## config.mk

```make
export PLATFORM = sky130hd
export DESIGN_NAME = ram_fetch_ctrl
export DESIGN_NICKNAME = d
export VERILOG_FILES = /design/src/rtl/burrito_pkg.sv /design/src/rtl/ram_fetch_ctrl.sv
export SDC_FILE = /design/constraint.sdc
export NUM_CORES = 1
export LEC_CHECK = 0
export ABC_CLOCK_PERIOD_IN_PS = 1500
export CAP_MARGIN = 20
export CORE_UTILIZATION = 39
export CTS_BUF_LIST = sky130_fd_sc_hd__clkbuf_2
export DETAILED_ROUTE_END_ITERATION = 16
export PLACE_DENSITY = 0.79
export SLEW_MARGIN = 15
export SYNTH_ARGS = -nofsm -noshare
export SYNTH_HDL_FRONTEND = slang
export SYNTH_SLANG_ARGS = --single-unit
```

## constraint.sdc

```tcl
create_clock -name clk -period 1.5 [get_ports clk]
set_input_delay 0.15 -clock clk [delete_from_list [all_inputs] [get_ports clk]]
set_output_delay 0.15 -clock clk [all_outputs]
set_load 0.02 [all_outputs]
```

## src/rtl/burrito_pkg.sv

```systemverilog
// Shared constants and controller state encoding for the Burrito instruction RAM path.
package burrito_pkg;

  localparam int unsigned DW_DEFAULT = 20;
  localparam int unsigned AW_DEFAULT = 3;
  localparam int unsigned RAM_DEPTH  = 5;

  typedef enum logic [2:0] {
    S_IDLE     = 3'd0,
    S_LD_WAIT  = 3'd1,
    S_LD_WRITE = 3'd2,
    S_FT_ADDR  = 3'd3,
    S_FT_OUT   = 3'd4
  } state_e;

endpackage

```

## src/rtl/ram_fetch_ctrl.sv

```systemverilog
// Master-side controller for the asynchronous instruction RAM: loads an upstream
// word stream into RAM[0..DEPTH-1] and streams RAM contents out over valid/ready.
module ram_fetch_ctrl
  import burrito_pkg::*;
#(
  parameter int unsigned DEPTH = RAM_DEPTH,
  parameter int unsigned AW    = AW_DEFAULT,
  parameter int unsigned DW    = DW_DEFAULT,
  parameter bit          LOOP  = 1'b0
) (
  input  logic          clk,
  input  logic          reset,
  input  logic          start_load,
  input  logic          start_fetch,
  input  logic          abort,
  input  logic          load_valid,
  input  logic [DW-1:0] load_data,
  output logic          load_ready,
  output logic          instr_valid,
  output logic [DW-1:0] instr,
  output logic [AW-1:0] instr_addr,
  input  logic          instr_ready,
  output logic          busy,
  output logic          done,
  output logic [AW-1:0] mem_address,
  output logic [DW-1:0] mem_wdata,
  output logic          mem_write_on,
  input  logic [DW-1:0] mem_rdata
);

  localparam logic [AW-1:0] LAST = AW'(DEPTH - 1);

  state_e        state_q, state_d;
  logic [AW-1:0] ptr_q, ptr_d;
  logic          load_ready_q, load_ready_d;
  logic          instr_valid_q, instr_valid_d;
  logic [DW-1:0] instr_q, instr_d;
  logic [AW-1:0] instr_addr_q, instr_addr_d;
  logic          busy_q, busy_d;
  logic          done_q, done_d;
  logic [AW-1:0] mem_address_q, mem_address_d;
  logic [DW-1:0] mem_wdata_q, mem_wdata_d;
  logic          mem_write_on_q, mem_write_on_d;

  always_ff @(posedge clk) begin
    if (reset) begin
      state_q        <= S_IDLE;
      ptr_q          <= '0;
      load_ready_q   <= 1'b0;
      instr_valid_q  <= 1'b0;
      instr_q        <= '0;
      instr_addr_q   <= '0;
      busy_q         <= 1'b0;
      done_q         <= 1'b0;
      mem_address_q  <= '0;
      mem_wdata_q    <= '0;
      mem_write_on_q <= 1'b0;
    end else begin
      state_q        <= state_d;
      ptr_q          <= ptr_d;
      load_ready_q   <= load_ready_d;
      instr_valid_q  <= instr_valid_d;
      instr_q        <= instr_d;
      instr_addr_q   <= instr_addr_d;
      busy_q         <= busy_d;
      done_q         <= done_d;
      mem_address_q  <= mem_address_d;
      mem_wdata_q    <= mem_wdata_d;
      mem_write_on_q <= mem_write_on_d;
    end
  end

  always_comb begin
    state_d        = state_q;
    ptr_d          = ptr_q;
    load_ready_d   = 1'b0;
    instr_valid_d  = instr_valid_q;
    instr_d        = instr_q;
    instr_addr_d   = instr_addr_q;
    done_d         = 1'b0;
    mem_address_d  = mem_address_q;
    mem_wdata_d    = mem_wdata_q;
    mem_write_on_d = 1'b0;

    if (abort) begin
      state_d       = S_IDLE;
      ptr_d         = '0;
      instr_valid_d = 1'b0;
    end else begin
      case (state_q)
        S_IDLE: begin
          if (start_load) begin
            state_d      = S_LD_WAIT;
            ptr_d        = '0;
            load_ready_d = 1'b1;
          end else if (start_fetch) begin
            state_d = S_FT_ADDR;
            ptr_d   = '0;
          end
        end
        S_LD_WAIT: begin
          if (load_valid && load_ready_q) begin
            mem_address_d  = ptr_q;
            mem_wdata_d    = load_data;
            mem_write_on_d = 1'b1;
            state_d        = S_LD_WRITE;
          end else begin
            load_ready_d = 1'b1;
          end
        end
        // writeOn falls here while address/data hold, so the level-sensitive RAM sees a clean pulse
        S_LD_WRITE: begin
          if (ptr_q == LAST) begin
            done_d  = 1'b1;
            ptr_d   = '0;
            state_d = S_IDLE;
          end else begin
            ptr_d        = ptr_q + AW'(1);
            load_ready_d = 1'b1;
            state_d      = S_LD_WAIT;
          end
        end
        S_FT_ADDR: begin
          mem_address_d = ptr_q;
          state_d       = S_FT_OUT;
        end
        S_FT_OUT: begin
          if (!instr_valid_q) begin
            instr_d       = mem_rdata;
            instr_addr_d  = ptr_q;
            instr_valid_d = 1'b1;
          end else if (instr_ready) begin
            instr_valid_d = 1'b0;
            if (ptr_q != LAST) begin
              ptr_d   = ptr_q + AW'(1);
              state_d = S_FT_ADDR;
            end else if (LOOP) begin
              ptr_d   = '0;
              state_d = S_FT_ADDR;
            end else begin
              done_d  = 1'b1;
              ptr_d   = '0;
              state_d = S_IDLE;
            end
          end
        end
        default: begin
          state_d = S_IDLE;
          ptr_d   = '0;
        end
      endcase
    end

    busy_d = (state_d != S_IDLE);
  end

  assign load_ready   = load_ready_q;
  assign instr_valid  = instr_valid_q;
  assign instr        = instr_q;
  assign instr_addr   = instr_addr_q;
  assign busy         = busy_q;
  assign done         = done_q;
  assign mem_address  = mem_address_q;
  assign mem_wdata    = mem_wdata_q;
  assign mem_write_on = mem_write_on_q;

endmodule

```

# ---- Word-level counts from Yosys, hierarchy flattened
# Cells that the tools add are included.
dict set report word_totals {
  word_cells 67
  in_bits 47
  regBits 57
}
dict set report classes {
  n_addsub 1
  n_eq_ne 10
  mux 30
  n_bitwise 4
  reduce_logical 11
}
# cell n
set op_table {}
lappend op_table {{$mux 3} 13}
lappend op_table {{$pmux 3 s5} 1}
lappend op_table {{$pmux 3 s4} 1}
lappend op_table {{$mux 1} 11}
lappend op_table {{$reduce_and 3->1} 3}
lappend op_table {{$eq 3x2->1 const B} 2}
lappend op_table {{$eq 3x3->1 const B} 2}
lappend op_table {{$ne 2x2->1 const B} 3}
lappend op_table {{$ne 3x3->1 const B} 2}
lappend op_table {{$pmux 3 s2} 1}
lappend op_table {{$not 1->1} 4}
lappend op_table {{$reduce_and 4->1} 1}
lappend op_table {{$reduce_or 2->1} 2}
lappend op_table {{$add 3x1->3 const B} 1}
lappend op_table {{$eq 3x1->1 const B} 1}
lappend op_table {{$logic_not 3->1} 1}
lappend op_table {{$pmux 1 s3} 1}
lappend op_table {{$reduce_bool 3->1} 1}
lappend op_table {{$reduce_or 3->1} 1}
lappend op_table {{$mux 2} 1}
lappend op_table {{$pmux 1 s2} 1}
lappend op_table {{$reduce_bool 2->1} 1}
lappend op_table {{$logic_and 1x1->1} 1}

# ---- Longest topological paths before layout
dict set report depth {
  word_depth 7
  depth_mapped 6
  mapped_depth_nobuf 6
}

# ---- Worst setup path before layout
# No wires, ideal clock.
dict set report synth_timing {
  kind {register to register}
  startpoint {register state_q[2]}
  endpoint {register instr_q[10], in the netlist instr[10]}
  t_required_ns 1.368
  path_buffers 2
  path_slack_ns -0.047
  stages_incl_launch_ff 7
  arrival_time_ns 1.414
  cell_sequence {dfxtp_1 > or3b_4 > or3_1 > buf_2 > buf_6 > nand2_1 > a21oi_1}
}
dict set report synth_via {
  elab_chain_cells 2
}
# item line_no
set synth_lines {}
lappend synth_lines {{start, declared} ram_fetch_ctrl.sv:33} ;# state_e state_q, state_d;
lappend synth_lines {{start signal, assigned} ram_fetch_ctrl.sv:59} ;# state_q <= state_d;
lappend synth_lines {{$eq 3x3->1} ram_fetch_ctrl.sv:90} ;# case (state_q)
lappend synth_lines {{$reduce_and 3->1 (no source line)} n/a}
lappend synth_lines {{end signal, assigned} ram_fetch_ctrl.sv:63} ;# instr_q <= instr_d;
lappend synth_lines {{end, declared} ram_fetch_ctrl.sv:37} ;# logic [DW-1:0] instr_q, instr_d;
# Every way passes these cells.
# A chain may end at the register's enable or synchronous reset.

# ---- Final worst setup path
dict set report layout_timing {
  startpoint {register state_q[0]}
  endpoint {register busy_q, in the netlist busy}
}
dict set report layout_via {
  elab_chain_cells 5
  word_cells_on_any_way 13
  classes_between {eq/ne: 4; mux: 7; reduce/logical: 2}
}
# item line_no
set layout_lines {}
lappend layout_lines {{$mux 3 (on tied branches)} {ram_fetch_ctrl.sv:132, ram_fetch_ctrl.sv:96}}
lappend layout_lines {{$mux 3 (on tied branches)} {ram_fetch_ctrl.sv:128, ram_fetch_ctrl.sv:92}}
lappend layout_lines {{$pmux 3 s5 *} ram_fetch_ctrl.sv:90}
lappend layout_lines {{$mux 3 *} ram_fetch_ctrl.sv:85} ;# if (abort) begin
lappend layout_lines {{$reduce_bool 3->1 *} ram_fetch_ctrl.sv:154} ;# busy_d = (state_d != S_IDLE);
lappend layout_lines {{end signal, assigned} ram_fetch_ctrl.sv:65} ;# busy_q <= busy_d;
lappend layout_lines {{end, declared} ram_fetch_ctrl.sv:39} ;# logic busy_q, busy_d;
# Every way passes the cells marked *; elsewhere a longest branch is shown, timed or not.

==> flow_summary.toml <==
[placement]
hpwl_um = 3761
portBuffers = 97
finalWeightedCongestion = 0.8005

[logic_synthesis]
avgSynthCellArea_um2 = 8.149
yosysMostFrequentCell = "nand2_1"
synthArstFlopShare_pct = 0
netlist_instances = 267
synth_area_leaders = "dfxtp_1 52%, nand2_1 16%, a21oi_1 11%"
ys_ff_latch = 57
netlist.area_leader.share_pct = 52.44
synth_enable_flop_cells = 0
synthFlopType = "dfxtp_1"
ys_top_cells_by_count = "91 x nand2_1, 57 x dfxtp_1, 46 x a21oi_1"
yosysWarnings = 0
synth_nets = 316
synth.yosys.seq_area_share_pct = 52.44
yosys.area.top_type = "dfxtp_1"
netlist-cell-type-count = 35
synth_area_um2 = 2176

[worst_setup_path]
cpPeakStageDelay_ps = 430
r2r-end = "busy"
critPathKind = "flop to flop"
critPathLaunch = "state_q[0]"
cp_slowest_cell = "or3b_4"
crit_fanout = 5
r2r_start = "state_q[0]"
crit_end = "busy"
r2r_cells = 5
crit_required_ps = 1880
crit_arrival_ps = 1960
path_cells = "or3b_4 > buf_4 > or2_4 > a21o_1 > a31oi_1"
startpoint_type = "flop"
rrSetupSlack_ps = -80
setup.worst_path.end_class = "flop"

[floorplan]
rows = 26
io_pins = 98
initial_core_util_pct = 41.54
coreArea_um2 = 5238
fp.dieW_um = 76.70
die-height_um = 76.70
dieArea_um2 = 5882

[layout]
area_delta_synth_final_pct = 61.64
drive_gt1_share_pct = 14.65
insertedDiodeCount = 0
fin_util_pct = 67.15
layout.nets = 434

[sta]
finalHoldViolCount = 0
max_freq_ghz = 0.6323
setup_viol = 24
rsz0062_at_grt = "yes"
finalCritPeriodShare_pct = 105.4
slew_violations = 0
fin_skew_ps = 22.72
fin_crit_ps = 1582
relSlewSlack_pct = 67.74
holdWs_ps = 120.6
worstMarginPinSlew_ps = 483.9
fin_ws_ps = -81.50

[global_routing]
grt_pass1_vias = 2010
grt_max_degree = 48
gr-usage-all-layers_pct = 19.09
antenna_found_initial = 0
grt-ovfl-total = 0
grt_pass1_wl_um = 8907

[drt]
num_vias = 2187
drt_iter0_drc = 94
drcViolationCount = 0
viasPerCell = 4.765
drtAntennaViolNets = 0
first_pass_iters = 4
routedWlPerCell_um = 12.41
drt-total-wl_um = 5696

[clock_tree]
cts_tree = "done"
htreeDepth = 3
clk_path_buf_depth = 2
insertion_delay_ps = 460
cts-root-buf = "clkbuf_2"
cts_num_sinks = 57
ctsHoldBuffers = 0
clk_pin_slew_ps = 160
cts_made_buffers = 9

[power]
peakVddDrop_uv = 564.0
power_density_nw_per_um2 = 760.5
p_leak_nw = 1.493

[min_path]
hold_path.class = "input pin to flop"

[run]
maxCapViolations = 0

[status]
outcome = "finished, violations left"
violations = "negative setup slack"
==> through the flow <==
| stage | setup TNS [ps] | worst slack [ps] | area, µm² | cells | total power, mW |
|---|---|---|---|---|---|
| 2_1_floorplan | -600.9 | -30.16 | 2183 | 267 | 1.634 |
| 3_3_place_gp | -4477 | -139.7 | 3339 | 439 | 1.805 |
| 3_5_place_dp | -5403 | -169.0 | 3339 | 439 | 1.805 |
| 4_1_cts | -816.7 | -74.90 | 3396 | 455 | 2.693 |
| 5_1_grt | -2432 | -114.3 | 3517 | 459 | 2.795 |
| 6_report | -1314 | -81.50 | 3517 | 459 | 2.675 |
==> routing by layer <==
| metal | up-vias | share of wire [%] | track usage [%] |
|---|---|---|---|
| met5 | - | 0 | 0 |
| met4 | 0 | 1.9 | 8.654 |
| met3 | 14 | 6.1 | 6.071 |
| met2 | 70 | 47 | 32.59 |
| met1 | 974 | 45 | 21.58 |
| li1 | 1129 | - | - |
==> power breakdown <==
group,switching (mW),total (mW),internal [mW]
logic,0.0920,0.248,0.156
clock network,0.528,0.897,0.368
registers,0.00575,1.53,1.52
==> flip-flops by register name (all words and copies together) (netlist names) <==
register,flops
ptr_q,3
done,1
instr_addr,3
busy,1
instr,20
instr_valid,1
mem_address,3
state_q,3
mem_wdata,20
mem_write_on,1
load_ready,1
==> how the worst min path moves through the flow <==
stage / startpoint / endpoint / slack, ps / depth (start not counted)
after floorplan: mem_rdata[12] / instr[12] / 290 / 2
after global placement: mem_wdata[9] / mem_wdata[9] / 440 / 2
after detailed placement: instr[4] / instr[4] / 450 / 2
after CTS: reset / ptr_q[2] / 90 / 4
after global routing: reset / ptr_q[2] / 90 / 4
final: reset / ptr_q[2] / 120 / 4
==> cells by family (layout without fill, tap and decap cells) <==
logic type      count (synthesis)  after routing  share of synthesized area [%]
compound gates                 58             58                          14.84
xor+xnor                        1              1                         0.4026
fa+ha+maj                       2              2                          1.150
buf+inv                        23            145                          5.233
flops                          57             57                          52.44
mux                             4              4                          1.898
simple gates                  122            122                          24.04
==> final cells by class <==
type | instances | area [µm²]
Multi-Input combinational cell | 187 | 964.7
Tap cell | 70 | 87.58
Timing Repair Buffer | 125 | 1204
Fill cell | 469 | 1720
Clock inverter | 5 | 47.55
Inverter | 5 | 18.77
Clock buffer | 10 | 50.05
Sequential cell | 57 | 1145
==> layout by cell type (no fill, tap or decap), types with 2 or more instances in the layout <==
cell type / instances
inv_1: 5
or2_2: 2
ha_1: 2
buf_6: 5
buf_12: 3
dlygate4sd2_1: 51
a21oi_1: 44
nor2_1: 7
or4_1: 2
a222oi_1: 2
dfxtp_2: 3
mux2i_1: 3
clkinv_2: 2
buf_4: 18
nand3_1: 2
nor3_1: 4
o31ai_1: 2
clkdlybuf4s50_1: 45
clkinv_1: 2
clkbuf_2: 10
nand2b_1: 2
dfxtp_1: 54
nand2_1: 90
clkbuf_16: 2
a21oi_2: 2
or3_1: 2
a31oi_1: 2
==> critical path, delay by kind of cell (launching register included) <==
kind	cells	cell delay [ps]
compound gates	2	330
buf+inv	1	150
flops	1	350
simple gates	2	690
==> what timing repair did <==
| item | 4_1_cts | 5_1_grt |
|---|---|---|
| setup buffers | 1 | 1 |
| gates cloned | 0 | 3 |
| setup endpoints to repair | 76 | 49 |
| gates resized for setup | 55 | 13 |
| pin swaps | 1 | 3 |
Note: power is estimated with default switching activity, not from simulation.
